<file path="src/rtl/rst_ctrl_pkg.sv">
// Shared types and constants for the gated-reset initiator and its timers.
package rst_ctrl_pkg;

  typedef enum logic [1:0] {
    ST_IDLE    = 2'd0,
    ST_ASSERT  = 2'd1,
    ST_WAIT_OK = 2'd2
  } state_e;

  localparam int DEF_PULSE_LEN = 16;
  localparam int DEF_TIMEOUT   = 64;

  // Bits needed to hold 0..n-1, never less than one.
  function automatic int cnt_w(input int n);
    int w;
    w = $clog2(n);
    return (w < 1) ? 1 : w;
  endfunction

endpackage

</file>
<file path="src/rtl/rst_gate_timer.sv">
// Loadable down-counter with a zero flag; load has priority over decrement.
module rst_gate_timer #(
  parameter int W = 4
) (
  input  logic         clk,
  input  logic         rst,
  input  logic         load,
  input  logic [W-1:0] load_val,
  input  logic         en,
  output logic [W-1:0] cnt,
  output logic         zero
);

  logic [W-1:0] cnt_q;
  logic [W-1:0] cnt_d;

  always_comb begin
    cnt_d = cnt_q;
    if (load) begin
      cnt_d = load_val;
    end else if (en && (cnt_q != '0)) begin
      cnt_d = cnt_q - 1'b1;
    end
  end

  always_ff @(posedge clk) begin
    if (rst) begin
      cnt_q <= '0;
    end else begin
      cnt_q <= cnt_d;
    end
  end

  assign cnt  = cnt_q;
  assign zero = (cnt_q == '0);

endmodule

</file>
<file path="src/rtl/rst_gate_ctrl.sv">
// Gated-reset initiator: collects requests, holds gated low for PULSE_LEN cycles,
// then waits for the downstream synchronizer's rstn_ok with a timeout.
module rst_gate_ctrl
  import rst_ctrl_pkg::*;
#(
  parameter int NUM_SRC   = 2,
  parameter int PULSE_LEN = DEF_PULSE_LEN,
  parameter int TIMEOUT   = DEF_TIMEOUT,
  parameter int CNT_W     = 8
) (
  input  logic               clk,
  input  logic               rst,
  input  logic [NUM_SRC-1:0] req,
  input  logic [NUM_SRC-1:0] src_en,
  input  logic               rstn_ok,
  output logic               gated,
  output logic               busy,
  output logic               done,
  output logic               timeout_err,
  output logic [NUM_SRC-1:0] cause,
  output logic [CNT_W-1:0]   rst_count
);

  localparam int PW = cnt_w(PULSE_LEN);
  localparam int TW = cnt_w(TIMEOUT);
  localparam logic [PW-1:0] PULSE_LOAD = PW'(PULSE_LEN - 1);
  localparam logic [TW-1:0] TMO_LOAD   = TW'(TIMEOUT - 1);

  state_e             state_q, state_d;
  logic               gated_q, gated_d;
  logic               busy_q, busy_d;
  logic               done_q, done_d;
  logic               err_q, err_d;
  logic               pending_q, pending_d;
  logic [NUM_SRC-1:0] cause_q, cause_d;
  logic [CNT_W-1:0]   count_q, count_d;

  logic [NUM_SRC-1:0] ereq;
  logic               trig;
  logic               pend_now;
  logic               p_load, p_zero;
  logic               t_load, t_zero;
  logic [PW-1:0]      p_cnt;
  logic [TW-1:0]      t_cnt;

  assign ereq = req & src_en;
  assign trig = |ereq;

  rst_gate_timer #(.W(PW)) u_pulse_timer (
    .clk      (clk),
    .rst      (rst),
    .load     (p_load),
    .load_val (PULSE_LOAD),
    .en       (state_q == ST_ASSERT),
    .cnt      (p_cnt),
    .zero     (p_zero)
  );

  rst_gate_timer #(.W(TW)) u_tmo_timer (
    .clk      (clk),
    .rst      (rst),
    .load     (t_load),
    .load_val (TMO_LOAD),
    .en       (state_q == ST_WAIT_OK),
    .cnt      (t_cnt),
    .zero     (t_zero)
  );

  always_comb begin
    state_d   = state_q;
    gated_d   = gated_q;
    done_d    = 1'b0;
    err_d     = 1'b0;
    pending_d = pending_q;
    cause_d   = cause_q;
    count_d   = count_q;
    p_load    = 1'b0;
    t_load    = 1'b0;
    pend_now  = pending_q | trig;
    case (state_q)
      ST_IDLE: begin
        gated_d   = 1'b1;
        pending_d = 1'b0;
        if (trig) begin
          state_d = ST_ASSERT;
          gated_d = 1'b0;
          cause_d = ereq;
          p_load  = 1'b1;
        end
      end
      ST_ASSERT: begin
        if (trig) begin
          cause_d = cause_q | ereq;
          p_load  = 1'b1;
        end else if (p_zero) begin
          state_d = ST_WAIT_OK;
          gated_d = 1'b1;
          t_load  = 1'b1;
        end
      end
      ST_WAIT_OK: begin
        cause_d   = cause_q | ereq;
        pending_d = pend_now;
        // rstn_ok takes precedence over a same-cycle expiry.
        if (rstn_ok || t_zero) begin
          if (rstn_ok) begin
            done_d  = 1'b1;
            count_d = (count_q == '1) ? count_q : count_q + 1'b1;
          end else begin
            err_d = 1'b1;
          end
          pending_d = 1'b0;
          if (pend_now) begin
            state_d = ST_ASSERT;
            gated_d = 1'b0;
            p_load  = 1'b1;
          end else begin
            state_d = ST_IDLE;
          end
        end
      end
      default: begin
        state_d = ST_IDLE;
        gated_d = 1'b1;
      end
    endcase
    busy_d = (state_d != ST_IDLE);
  end

  always_ff @(posedge clk) begin
    if (rst) begin
      state_q   <= ST_IDLE;
      gated_q   <= 1'b1;
      busy_q    <= 1'b0;
      done_q    <= 1'b0;
      err_q     <= 1'b0;
      pending_q <= 1'b0;
      cause_q   <= '0;
      count_q   <= '0;
    end else begin
      state_q   <= state_d;
      gated_q   <= gated_d;
      busy_q    <= busy_d;
      done_q    <= done_d;
      err_q     <= err_d;
      pending_q <= pending_d;
      cause_q   <= cause_d;
      count_q   <= count_d;
    end
  end

  assign gated       = gated_q;
  assign busy        = busy_q;
  assign done        = done_q;
  assign timeout_err = err_q;
  assign cause       = cause_q;
  assign rst_count   = count_q;

endmodule

</file>
<file path="config.mk">
export PLATFORM = sky130hd
export DESIGN_NAME = rst_gate_ctrl
export DESIGN_NICKNAME = d
export VERILOG_FILES = /design/src/rtl/rst_ctrl_pkg.sv /design/src/rtl/rst_gate_timer.sv /design/src/rtl/rst_gate_ctrl.sv
export SDC_FILE = /design/constraint.sdc
export NUM_CORES = 1
export LEC_CHECK = 0
export ABC_AREA = 1
export BUFFER_PORTS_ARGS = -buffer_cell sky130_fd_sc_hd__buf_2
export CAP_MARGIN = 20
export CORE_AREA = 2 2 59 61
export CTS_CLUSTER_SIZE = 14
export DETAILED_ROUTE_END_ITERATION = 8
export DIE_AREA = 0 0 61 63
export PLACE_DENSITY = 0.66
export SYNTH_ARGS = -nofsm -noshare
export SYNTH_HDL_FRONTEND = slang
export SYNTH_SLANG_ARGS = --single-unit
</file>
<file path="constraint.sdc">
create_clock -name clk -period 1.8 [get_ports clk]
set_input_delay 0.27 -clock clk [delete_from_list [all_inputs] [get_ports clk]]
set_output_delay 0.27 -clock clk [all_outputs]
set_load 0.01 [all_outputs]
</file>
# Word level (Yosys, flattened, before mapping)
# Index checks and enable logic that the tools add are counted.
# Widths: inputs -> output; s select.
[word_totals]
input_bits = 7
output_inout_bits = 14
ff_bits = 27
[classes]
bitwise = 6
add_sub_neg = 3
muxes = 30
n_reduce_logical = 19
n_eq_ne = 9
[op_table]
columns = ["operator", "count"]
rows = [
  ["$mux 1", 15],
  ["$mux 2", 6],
  ["$mux 6", 2],
  ["$ne 2x2->1 const B", 6],
  ["$pmux 2 s3", 2],
  ["$add 8x1->8 const B", 1],
  ["$eq 8x8->1 const B", 1],
  ["$mux 4", 2],
  ["$reduce_and 4->1", 2],
  ["$reduce_bool 2->1", 4],
  ["$logic_not 6->1", 1],
  ["$reduce_bool 6->1", 1],
  ["$sub 6x1->6 const B", 1],
  ["$logic_not 4->1", 1],
  ["$pmux 1 s2", 2],
  ["$reduce_bool 4->1", 1],
  ["$reduce_or 2->1", 2],
  ["$sub 4x1->4 const B", 1],
  ["$not 1->1", 3],
  ["$pmux 1 s3", 1],
  ["$reduce_and 3->1", 1],
  ["$reduce_bool 3->1", 1],
  ["$reduce_or 3->1", 1],
  ["$and 2x2->2", 1],
  ["7 further kinds", 8],
]

# Logic depth before layout (Yosys ltp)
# Gate-level depths: netlist of the first run.
[logic_depth]
ltp_word = 7
depth_mapped = 11
depth_no_buf = 11

# Cells and area by module
# A second synthesis of the first run with hierarchy kept.
[hier_totals]
hier_cells = 250
hier_area_um2 = 1662.8
[modules_own_cells]
columns = ["module", "cells_each", "area_each_um2", "n_inst", "seq_area_each_um2"]
rows = [
  ["rst_gate_ctrl", 141, 967.2, 1, 340.3],
  ["rst_gate_timer at u_tmo_timer", 68, 421.7, 1, 120.1],
  ["rst_gate_timer at u_pulse_timer", 41, 274.0, 1, 80.1],
]

# Worst setup path before layout of the first run
# No wires, ideal clock.
[synth_path]
kind = "reg-to-reg"
start = "register state_q[0]"
end = "register count_q[0], in the netlist rst_count[0]"
arrival_ns = 1.246
setup_ns = 0.126
path_buffers = 2
path_slack_ns = 0.428
required_ns = 1.674
path_stages_with_launch = 9
synth_period_minus_slack_ns = 1.372
cell_sequence = "dfxtp_1 -> inv_1 -> ha_1 -> buf_4 -> nand2_1 -> a21oi_2 -> buf_6 -> o21ai_0 -> a21oi_1"
[synth_via]
elab_chain_len = 2
[synth_rtl]
columns = ["item", "line_no", "source"]
rows = [
  ["from (decl)", "rst_gate_ctrl.sv:29", "state_e state_q, state_d;"],
  ["from (signal assigned)", "rst_gate_ctrl.sv:141", "state_q <= state_d;"],
  ["$eq 2x2->1", "rst_gate_ctrl.sv:80", "case (state_q)"],
  ["$reduce_and 4->1 (no source line)", "-", ""],
  ["to (signal assigned)", "rst_gate_ctrl.sv:148", "count_q <= count_d;"],
  ["to (decl)", "rst_gate_ctrl.sv:36", "logic [CNT_W-1:0] count_q, count_d;"],
]
# No other way between the ends.
# A chain may end at the register's enable or synchronous reset.

# Final worst setup path of the first run
[layout_path]
start = "register state_q[0]"
end = "register count_q[2], in the netlist rst_count[2]"
# Same word-level chain as after synthesis.

==> metrics.md, run 1 <==
| Metric | Value |
|---|---|
| Initial DRC Count | `30` |
| Clk root buf | `clkbuf_4` |
| Layout cell share with drive strength beyond 1 | `15.88%` |
| First-pass GRT wire length | `5292 um` |
| R2R cell count | `8` |
| NetSw | `0.0003442 W` |
| Final setup fails | `0` |
| Synthesized instance count | `211` |
| Maximum clock insertion buffer count | `2` |
| Initial antenna violation count | `0` |
| Async S/R FF share, synth | `0%` |
| Seq cells post-synth | `27` |
| Gr usage total | `17.53%` |
| Sw frac | `29.74%` |
| FF-to-FF setup slack | `170 ps` |
| Fin crit share | `90.42%` |
| Clock H-tree levels | `1` |
| Synth-to-layout area growth | `11.92%` |
| Syn Area/Cell | `6.914 um^2` |
| TritonCTS Buffers | `3` |
| N_diodes | `0` |
| Crit path largest cell delay | `400 ps` |
| Hold Crit Depth | `2` |
| R2r startpoint | `state_q[0]$_SDFF_PP0_` |
| Mapped Area | `0.001459 mm^2` |
| GR Overflow Total | `0` |
| WL/cell | `10.21 um` |
| Max-slew headroom | `77.16%` |
| Final hold viol count | `0` |
| Fmax | `614.4 MHz` |
| Drt pass-1 iters | `4` |
| Crit path DAT | `1850 ps` |
| Register share of total power | `56.6%` |
| Die Y | `63 um` |
| DR vias | `1319` |
| Clock Sinks | `27` |
| Fin. max-slew vios | `0` |
| Critical Path Fanout Max | `10` |
| Setup_tns | `0 ps` |
| Initial core utilization | `45.14%` |
| Detailed placement HPWL | `2100 um` |
| Largest net degree at the start of global routing | `16` |
| Leakage | `0.8008 nW` |
| Register area share after synthesis | `37.05%` |
| Post-CTS sizing | `0` |
| Post-route ant nets | `0` |
| TritonCTS clock tree | `built` |
| Post-route minimum period | `1628 ps` |
| Clock transition at path regs | `150 ps` |
| Ys flop type | `dfxtp_1` |
| Critical path class | `register to register` |
| Drt total wl | `2848 um` |
| Yosys warns | `0` |
| Final Skew | `13.94 ps` |
| Reg2reg end | `rst_count[2]$_SDFFE_PP0P_` |
| Fillers | `342` |
| Full die area | `0.003843 mm^2` |
| Critical path, cell by cell | `inv_1, ha_1, nand2_1, a21oi_2, buf_4, nand3_1, nand2_1, a21oi_2` |
| Hold EP | `timeout_err$_SDFF_PP0_` |
| CP required | `2020 ps` |
| Post-CTS setup buffers | `0` |
| Hold path startpoint | `rstn_ok` |
| Crit end category | `register` |
| CP max stage cell | `dfxtp_1` |
| DR vias/cell | `4.728` |
| Syn_nets | `226` |
| Status | `finished clean` |
| Actual slew at the worst max-slew pin | `342.2 ps` |
| Combinational Power Share | `21.2%` |
| Core area | `0.003232 mm^2` |
| Nets | `249` |
| Hold-fix buffers, CTS | `0` |
| Maximum vdd drop | `0.0003205 V` |
| Port bufs | `20` |
| Placer Congestion | `0.7455` |
| Pwr dens | `708.9 mW/mm^2` |
| Worst-Skew Late Latency | `320 ps` |
| Num rows | `21` |
| IO Pins | `21` |
| Drc violations | `0` |
| Worst hold path type | `input port to register` |
| DIE WIDTH | `61 um` |
| Startpoint class of the critical path | `register` |
| EDFF count, synth | `0` |
| Unique masters post-synth | `24` |
| Max Cap Violations | `0` |
| Finished Core Util | `50.52%` |
| Clk network pwr share | `22.2%` |
| Internal power | `0.0008133 W` |
| Vias in the first global route | `1195` |
| RSZ-0062 raised after global routing | `false` |
final cells by class:
cell class	instances	area, um^2	share of cell area, %
Multi-Input combinational cell	150	779.5	47.74
Tap cell	46	57.56	3.525
Clock buffer	3	22.52	1.379
Clock inverter	1	5.005	0.3065
Timing Repair Buffer	22	115.1	7.050
Inverter	30	112.6	6.897
Sequential cell	27	540.5	33.10
flip-flops by register name (all words and copies together), names as in the netlist:
signal             cells
rst_count              8
u_pulse_timer.cnt      4
u_tmo_timer.cnt        6
timeout_err            1
cause                  2
done                   1
busy                   1
pending_q              1
gated                  1
state_q                2
metrics by stage:
step,setup slack (ps),total power (W),cell area (um^2),cells,hold slack (ps)
2_1_floorplan,427.6,0.0008571,1459,211,342.3
3_3_place_gp,306.3,0.0009118,1605,275,447.5
3_5_place_dp,245.6,0.0009118,1605,275,446.9
4_1_cts,161.6,0.001177,1633,279,102.3
5_1_grt,4.981,0.001255,1633,279,92.45
6_report,172.5,0.001158,1633,279,124.0
layout by cell type, fill, tap and decap left out, types with 2 or more instances in the layout:
master and instances:
a21oi_1 20, a21oi_2 2, buf_2 20, buf_4 2, clkbuf_4 3, dfxtp_1 27
ha_1 8, inv_1 29, nand2_1 55, nand2_2 3, nand3_1 19, nand3_2 2
nor2_1 16, nor2_2 2, o21ai_0 10, xnor2_1 3, xor2_1 4
worst max-delay path by stage:
stage / slack, ps / start / cells past startpoint / endpoint
floorplan: 430 / state_q[0]$_SDFF_PP0_ / 8 / rst_count[0]$_SDFFE_PP0P_
global placement: 310 / state_q[0]$_SDFF_PP0_ / 8 / rst_count[2]$_SDFFE_PP0P_
detailed placement: 250 / state_q[0]$_SDFF_PP0_ / 8 / rst_count[2]$_SDFFE_PP0P_
CTS: 160 / state_q[0]$_SDFF_PP0_ / 8 / rst_count[2]$_SDFFE_PP0P_
global route: 5 / state_q[0]$_SDFF_PP0_ / 8 / rst_count[2]$_SDFFE_PP0P_
finish: 170 / state_q[0]$_SDFF_PP0_ / 8 / rst_count[2]$_SDFFE_PP0P_
synth_stat cells (2+ instances only):
cell      number  area, um^2
nand3_1       19       95.09
ha_1           8       100.1
inv_1         29       108.9
nor2_2         2       12.51
dfxtp_1       27       540.5
a21oi_1       20       100.1
o21ai_0       10       50.05
xor2_1         4       35.03
nand2_2        3       18.77
clkbuf_1       2       7.510
nand3_2        2       20.02
nand2_1       55       206.5
a21oi_2        2       17.52
xnor2_1        3       26.28
nor2_1        16       60.06
critical path, delay by kind of cell (launching register included):
kind	cells	cell delay (ps)
fa+ha+maj	1	310
flops	1	400
compound gates	2	190
buf+inv	2	290
simple gates	3	330
routing by layer:
metal | GRT usage, % | vias to the layer above | share of wire (%)
li1 | - | 710 | -
met1 | 25.80 | 587 | 51
met2 | 25.81 | 20 | 45
met3 | 2.070 | 2 | 3.4
met4 | 6.522 | 0 | 0.84
met5 | 0 | - | 0
kinds of logic (layout without fill, tap and decap cells):
family,Yosys count,in the layout,synth area share [%]
compound gates,34,34,12.35
flops,27,27,37.05
buf+inv,34,56,9.520
fa+ha+maj,8,8,6.861
xor+xnor,7,7,4.202
simple gates,101,101,30.02
power by group through the flow:
stage | Clock, W | Combinational [W] | Sequential, W
4_1_cts | 0.000277 | 0.000245 | 0.000655
5_1_grt | 0.000302 | 0.000293 | 0.000661
6_report | 0.000257 | 0.000245 | 0.000655
3_3_place_gp | 0 | 0.000244 | 0.000668
3_5_place_dp | 0 | 0.000244 | 0.000668
2_1_floorplan | 0 | 0.000187 | 0.000670
(Power assumes the default switching activity.)
==> run 2, diff against run 1 <==
- ABC_AREA: 1 -> default
- CORE_AREA: 2 2 59 61 -> 2 2 57 59
- DIE_AREA: 0 0 61 63 -> 0 0 59 61
==> run 2 against run 1 <==
Via count is 8.9% lower. Routed wire length is 1.5% higher. Design area is 2.3% higher. Register-to-register slack worse by 160 ps.
==> metrics.md, run 2 <==
| Metric | Value |
|---|---|
| Leading area contributor after synthesis | `dfxtp_1` |
| Clock H-tree levels | `1` |
| Largest net degree at the start of global routing | `29` |
| WL/cell | `13.09 um` |
| Mapped Area | `0.001358 mm^2` |
| Max-slew headroom | `66.41%` |
| Final Skew | `3.931 ps` |
| Register area share after synthesis | `39.82%` |
| Fillers | `275` |
| Hold path startpoint | `rstn_ok` |
| NetSw | `0.0004096 W` |
| Post-route ant nets | `0` |
| GR Overflow Total | `0` |
| Clk root buf | `clkbuf_4` |
| Fmax | `558.3 MHz` |
| Placed cells | `216` |
| Final setup fails | `0` |
| Hold Crit Depth | `3` |
| Placer Congestion | `0.8616` |
| CP max stage cell | `or4b_4` |
| Layout cell share with drive strength beyond 1 | `29.26%` |
| TritonCTS Buffers | `3` |
| RSZ-0062 raised after global routing | `true` |
| Maximum clock insertion buffer count | `2` |
| Critical Path Fanout Max | `5` |
| Leakage | `0.6831 nW` |
| EDFF count, synth | `0` |
| Seq cells post-synth | `27` |
| Status | `finished clean` |
| Maximum vdd drop | `0.0003969 V` |
| TritonCTS clock tree | `built` |
| Combinational Power Share | `28.8%` |
| Clock transition at path regs | `140 ps` |
| Initial DRC Count | `30` |
| Synthesized instance count | `153` |
| Drt pass-1 iters | `4` |
| Area post-placement | `0.001585 mm^2` |
| Worst-Skew Late Latency | `320 ps` |
| Top cells by count, synth | `dfxtp_1, nor2_1, a21oi_1` |
| Port bufs | `20` |
| Synth-to-layout area growth | `23.04%` |
| Full die area | `0.003599 mm^2` |
| Async S/R FF share, synth | `0%` |
| Detailed placement HPWL | `2150 um` |
| Syn Area/Cell | `8.873 um^2` |
| Ys flop type | `dfxtp_1` |
| Actual slew at the worst max-slew pin | `503.9 ps` |
| CP required | `2010 ps` |
| Sw frac | `31.08%` |
| Drc violations | `0` |
| Core area | `0.002953 mm^2` |
| Yosys warns | `0` |
| FF-to-FF setup slack | `9 ps` |
| Register share of total power | `51.3%` |
| Initial antenna violation count | `0` |
| Syn_nets | `168` |
| Nets | `204` |
| Hold EP | `done$_SDFF_PP0_` |
| Vias in the first global route | `1121` |
| Internal power | `0.0009082 W` |
| Crit path DAT | `2000 ps` |
| Design area | `0.001670 mm^2` |
| Finished Core Util | `56.57%` |
| Worst hold path type | `input port to register` |
| Pwr dens | `788.9 mW/mm^2` |
| Critical path class | `register to register` |
| Die Y | `61 um` |
| Crit end category | `register` |
| Drt total wl | `2892 um` |
| Critical path, cell by cell | `inv_2, ha_1, or4b_4, nor2_8, o21ai_2, a221oi_2, a211oi_1` |
| Hold-fix buffers, CTS | `0` |
| Clk network pwr share | `19.8%` |
| Post-route minimum period | `1791 ps` |
| Gr usage total | `17.61%` |
| Clock Sinks | `27` |
| Most common cell in the synthesized netlist | `dfxtp_1` |
| N_diodes | `0` |
| Final Non-Filler Cells | `221` |
| R2R cell count | `7` |
| Most common cell after layout, fill and taps aside | `dfxtp_1` |
| Most frequent cells in the layout | `dfxtp_1, buf_2, nor2_1` |
| Reg2reg end | `busy$_SDFF_PP0_` |
| Synth top area share | `39.82%` |
| Buf/Inv on CP | `1` |
| Final hold viol count | `0` |
| Unique masters post-synth | `38` |
| DR vias | `1201` |
| Largest cells by area after synthesis | `dfxtp_1, ha_1, a21oi_1` |
| First-pass GRT wire length | `4788 um` |
| Max FFs per register | `8` |
| DIE WIDTH | `59 um` |
| IO Pins | `21` |
| Startpoint class of the critical path | `register` |
| Max Cap Violations | `0` |
| R2r startpoint | `u_tmo_timer.cnt[0]$_SDFFE_PP0P_` |
| DR vias/cell | `5.434` |
| Fin. max-slew vios | `0` |
| Initial core utilization | `45.97%` |
| CP delay by family, top | `simple AND/OR/NAND/NOR gates` |
| Num rows | `20` |
| Fin crit share | `99.51%` |
| Total power | `0.001318 W` |
| Crit path largest cell delay | `530 ps` |
-- run 2: cell count changes in the layout (fill, tap and decap cells not counted), moves of 3 or more --
cell     change
inv_1       -21
nand3_1     -16
xnor2_1      +6
nand2_1     -46
buf_4       +12
nor3_1       +3
nand2_2      -3
a21oi_1      -4
nor3_2       +4
a21o_1       +3
o21ai_0      -6
-- run 2: tightest hold or removal path, delay by kind of cell --
kind          cells  cell delay, ps
buf+inv           1             130
simple gates      2             130
-- run 2: kinds of logic after synthesis --
family,after synthesis,share of synthesized area [%]
flip-flops,27,39.82
AO/OA/AOI/OAI,42,21.20
XOR/XNOR,12,7.743
buffers and inverters,13,3.595
AND/OR/NAND/NOR,49,18.80
adder cells (fa/ha/maj),8,7.374
multiplexers,2,1.475
-- run 2: power by group through the flow --
stage | sequential (W) | clock [W] | combinational [W]
2_1_floorplan | 0.000691 | 0 | 0.000236
3_3_place_gp | 0.000684 | 0 | 0.000353
3_5_place_dp | 0.000687 | 0 | 0.000367
4_1_cts | 0.000674 | 0.000272 | 0.000370
5_1_grt | 0.000683 | 0.000299 | 0.000421
6_report | 0.000677 | 0.000261 | 0.000380
-- run 2: metrics by stage --
stage	hold WS, ps	setup WS (ps)	setup TNS, ps
2_1_floorplan	401.2	31.22	0
3_3_place_gp	468.1	16.08	0
3_5_place_dp	476.7	-24.38	-24.38
4_1_cts	211.8	-17.39	-17.39
5_1_grt	242.9	-101.3	-249.2
6_report	244.7	8.829	0
-- run 2: worst max-delay path by stage --
stage | cells past startpoint | endpoint | slack [ps] | start
floorplan | 7 | busy$_SDFF_PP0_ | 30 | u_pulse_timer.cnt[0]$_SDFFE_PP0P_
global placement | 7 | busy$_SDFF_PP0_ | 20 | u_pulse_timer.cnt[0]$_SDFFE_PP0P_
detailed placement | 7 | busy$_SDFF_PP0_ | -20 | u_pulse_timer.cnt[0]$_SDFFE_PP0P_
CTS | 7 | busy$_SDFF_PP0_ | -20 | u_tmo_timer.cnt[0]$_SDFFE_PP0P_
global route | 7 | busy$_SDFF_PP0_ | -100 | u_tmo_timer.cnt[1]$_SDFFE_PP0P_
finish | 7 | busy$_SDFF_PP0_ | 9 | u_tmo_timer.cnt[0]$_SDFFE_PP0P_
-- run 2: layout make-up --
class	count	area [um^2]	area share (%)
Multi-Input combinational cell	113	817.0	48.91
Sequential cell	27	543.0	32.51
Timing Repair Buffer	34	205.2	12.28
Tap cell	33	41.29	2.472
Inverter	10	37.54	2.247
Clock buffer	4	26.28	1.573
-- run 2: what timing repair did --
action	in CTS	in global routing
gates resized for setup	3	11
pin swaps	0	3
buffers inserted	0	1
hold endpoints to repair	0	0
endpoints found under the setup margin	4	14
-- run 2: layer usage --
metal | vias up | global-route usage [%] | share of wire (%)
li1 | 614 | - | -
met1 | 567 | 21.76 | 48
met2 | 16 | 29.37 | 47
met3 | 4 | 3.198 | 2.9
met4 | 0 | 9.091 | 1.5
met5 | - | 0 | 0
==> run 3, diff against run 2 <==
- CORE_AREA: 2 2 57 59 -> 2 2 60 56
- DIE_AREA: 0 0 59 61 -> 0 0 62 58
- PLACE_DENSITY: 0.66 -> 0.67
==> run 3 against run 2 <==
The flow now finishes with violations (negative setup slack). First-iteration DRC count grew 93%. Critical path type unchanged. Non-clock buffer count is 2 higher. Sequential share of layout area grew 0.12 points. Core utilization down 0.57 points. Routed wire length down 2.5%.
==> metrics.md, run 3 (same netlist as run 2, synthesis figures left out) <==
| Metric | Value |
|---|---|
| Maximum vdd drop | `0.0006658 V` |
| Drc violations | `0` |
| Crit path DAT | `2040 ps` |
| Post-Route Hold Slack | `234.1 ps` |
| WL/cell | `12.15 um` |
| R2r startpoint | `u_tmo_timer.cnt[0]$_SDFFE_PP0P_` |
| Critical path, cell by cell | `inv_2, ha_1, or4b_4, nor2_8, o21ai_2, a221oi_2, a211oi_2` |
| Maximum clock insertion buffer count | `2` |
| Fin crit share | `101.4%` |
| Die Y | `58 um` |
| Drt total wl | `2819 um` |
| Final hold viol count | `0` |
| Clock H-tree levels | `1` |
| Failing checks | `negative setup slack` |
| Max Cap Violations | `0` |
| Area post-placement | `0.001589 mm^2` |
| Fmax | `547.7 MHz` |
| Status | `finished, violations left` |
| Crit path largest cell delay | `520 ps` |
| Fillers | `279` |
| Startpoint class of the critical path | `register` |
| Final Non-Filler Cells | `232` |
| Crit path from | `u_tmo_timer.cnt[0]$_SDFFE_PP0P_` |
| Clock transition at path regs | `150 ps` |
| Clock Sinks | `27` |
| Design area | `0.001664 mm^2` |
| Total power | `0.001320 W` |
| Area of the multi-input gates | `783.3 um^2` |
| Storage cell area | `543.0 um^2` |
| Nets | `206` |
| CP delay by family, top | `simple AND/OR/NAND/NOR gates` |
| RSZ-0062 raised after global routing | `true` |
| Crit end category | `register` |
| Num rows | `19` |
| Placer Congestion | `0.7978` |
| Most frequent cells in the layout | `dfxtp_1, buf_2, nor2_1` |
| DR vias | `1211` |
| Max FFs per register | `8` |
| Final Skew | `7.748 ps` |
| Critical path class | `register to register` |
| Initial core utilization | `45.68%` |
| Buf/Inv on CP | `1` |
| IO Pins | `21` |
| Worst setup margin | `-25.69 ps` |
| Clk root buf | `clkbuf_4` |
| Final setup fails | `2` |
| Crit path to | `busy$_SDFF_PP0_` |
| Detailed placement HPWL | `2064 um` |
| Most common cell after layout, fill and taps aside | `dfxtp_1` |
| Max-slew headroom | `66.30%` |
| GR Overflow Total | `0` |
| Initial DRC Count | `58` |
| DIE WIDTH | `62 um` |
| Leakage | `0.6905 nW` |
| Post-route ant nets | `0` |
| Initial antenna violation count | `0` |
| Worst-Skew Late Latency | `330 ps` |
| Actual slew at the worst max-slew pin | `505.6 ps` |
| Critical Path Fanout Max | `5` |
| Port bufs | `20` |
| Drt pass-1 iters | `4` |
| CP required | `2010 ps` |
| Full die area | `0.003596 mm^2` |
| Pwr dens | `793.3 mW/mm^2` |
| Gr usage total | `17.82%` |
| TritonCTS Buffers | `3` |
| Synth-to-layout area growth | `22.58%` |
| Core area | `0.002972 mm^2` |
| Fin. max-slew vios | `0` |
| Layout cell share with drive strength beyond 1 | `29.47%` |
| First-pass GRT wire length | `4878 um` |
| Worst hold path type | `input port to register` |
| FF-to-FF setup slack | `-30 ps` |
| CP Depth | `7` |
| Placed cells | `224` |
| Hold path startpoint | `rstn_ok` |
| Finished Core Util | `56.00%` |
| R2R cell count | `7` |
| Vias in the first global route | `1120` |
| N_diodes | `0` |
| DR vias/cell | `5.220` |
| Reg2reg end | `busy$_SDFF_PP0_` |
| Post-route minimum period | `1826 ps` |
| TritonCTS clock tree | `built` |
| CP max stage cell | `or4b_4` |
| Largest net degree at the start of global routing | `29` |
## run 3: cell count changes in the layout (fill, tap and decap cells not counted), sizes merged
cell | previous run | this run
buf | 34 | 36
clkbuf | 4 | 3
clkinv | 0 | 1
## run 3: cell type report
cell class              instances  area share (%)
multi-input cells             113           47.07
flip-flops and latches         27           32.63
repair buffers                 36           13.23
well taps                      42           3.158
inverters                      10           2.256
clock buffers                   3           1.353
clock inverters                 1          0.3008
## run 3: timing repair
| item | 4_1_cts | 5_1_grt |
|---|---|---|
| pin swaps | 4 | 4 |
| setup endpoints to repair | 2 | 15 |
| hold buffers | 0 | 0 |
| endpoints found under the hold margin | 0 | 0 |
| resized for setup | 5 | 4 |
| setup buffers | 3 | 1 |
## run 3: worst min-delay path by stage
stage                                        to  slack (ps)  depth (start not counted)
after floorplan                 done$_SDFF_PP0_         400                          2
after CTS                       done$_SDFF_PP0_         220                          3
after global placement    cause[1]$_SDFFE_PP0P_         470                          2
after global routing            done$_SDFF_PP0_         220                          3
final                           done$_SDFF_PP0_         230                          3
after detailed placement  cause[1]$_SDFFE_PP0P_         480                          2
## run 3: power by group
part           leakage, nW  internal, W  switching [W]
Clock               0.0177    0.0000835       0.000183
Combinational        0.452     0.000181       0.000196
Sequential           0.221     0.000642      0.0000349
## run 3: routing by layer
| metal | GRT usage (%) | vias up | wire [um] | part of all wire, % |
|---|---|---|---|---|
| met4 | 3.647 | 0 | 27 | 0.96 |
| met3 | 4.018 | 5 | 110 | 3.9 |
| met2 | 31.99 | 19 | 1463 | 52 |
| met1 | 21.19 | 568 | 1218 | 43 |
| li1 | - | 619 | - | - |
| met5 | 0 | - | 0 | 0 |
## run 3: per-stage QoR
stage	setup WS, ps	setup TNS (ps)
final	-25.69	-44.95
after global routing	-102.1	-494.8
after floorplan	31.22	0
after detailed placement	-37.18	-45.86
after global placement	28.43	0
after CTS	-17.28	-17.28
## run 3: worst min-delay path, stage by stage
cell and delay [ps]:
buf_2 130, nand2_1 90, nor2_1 50
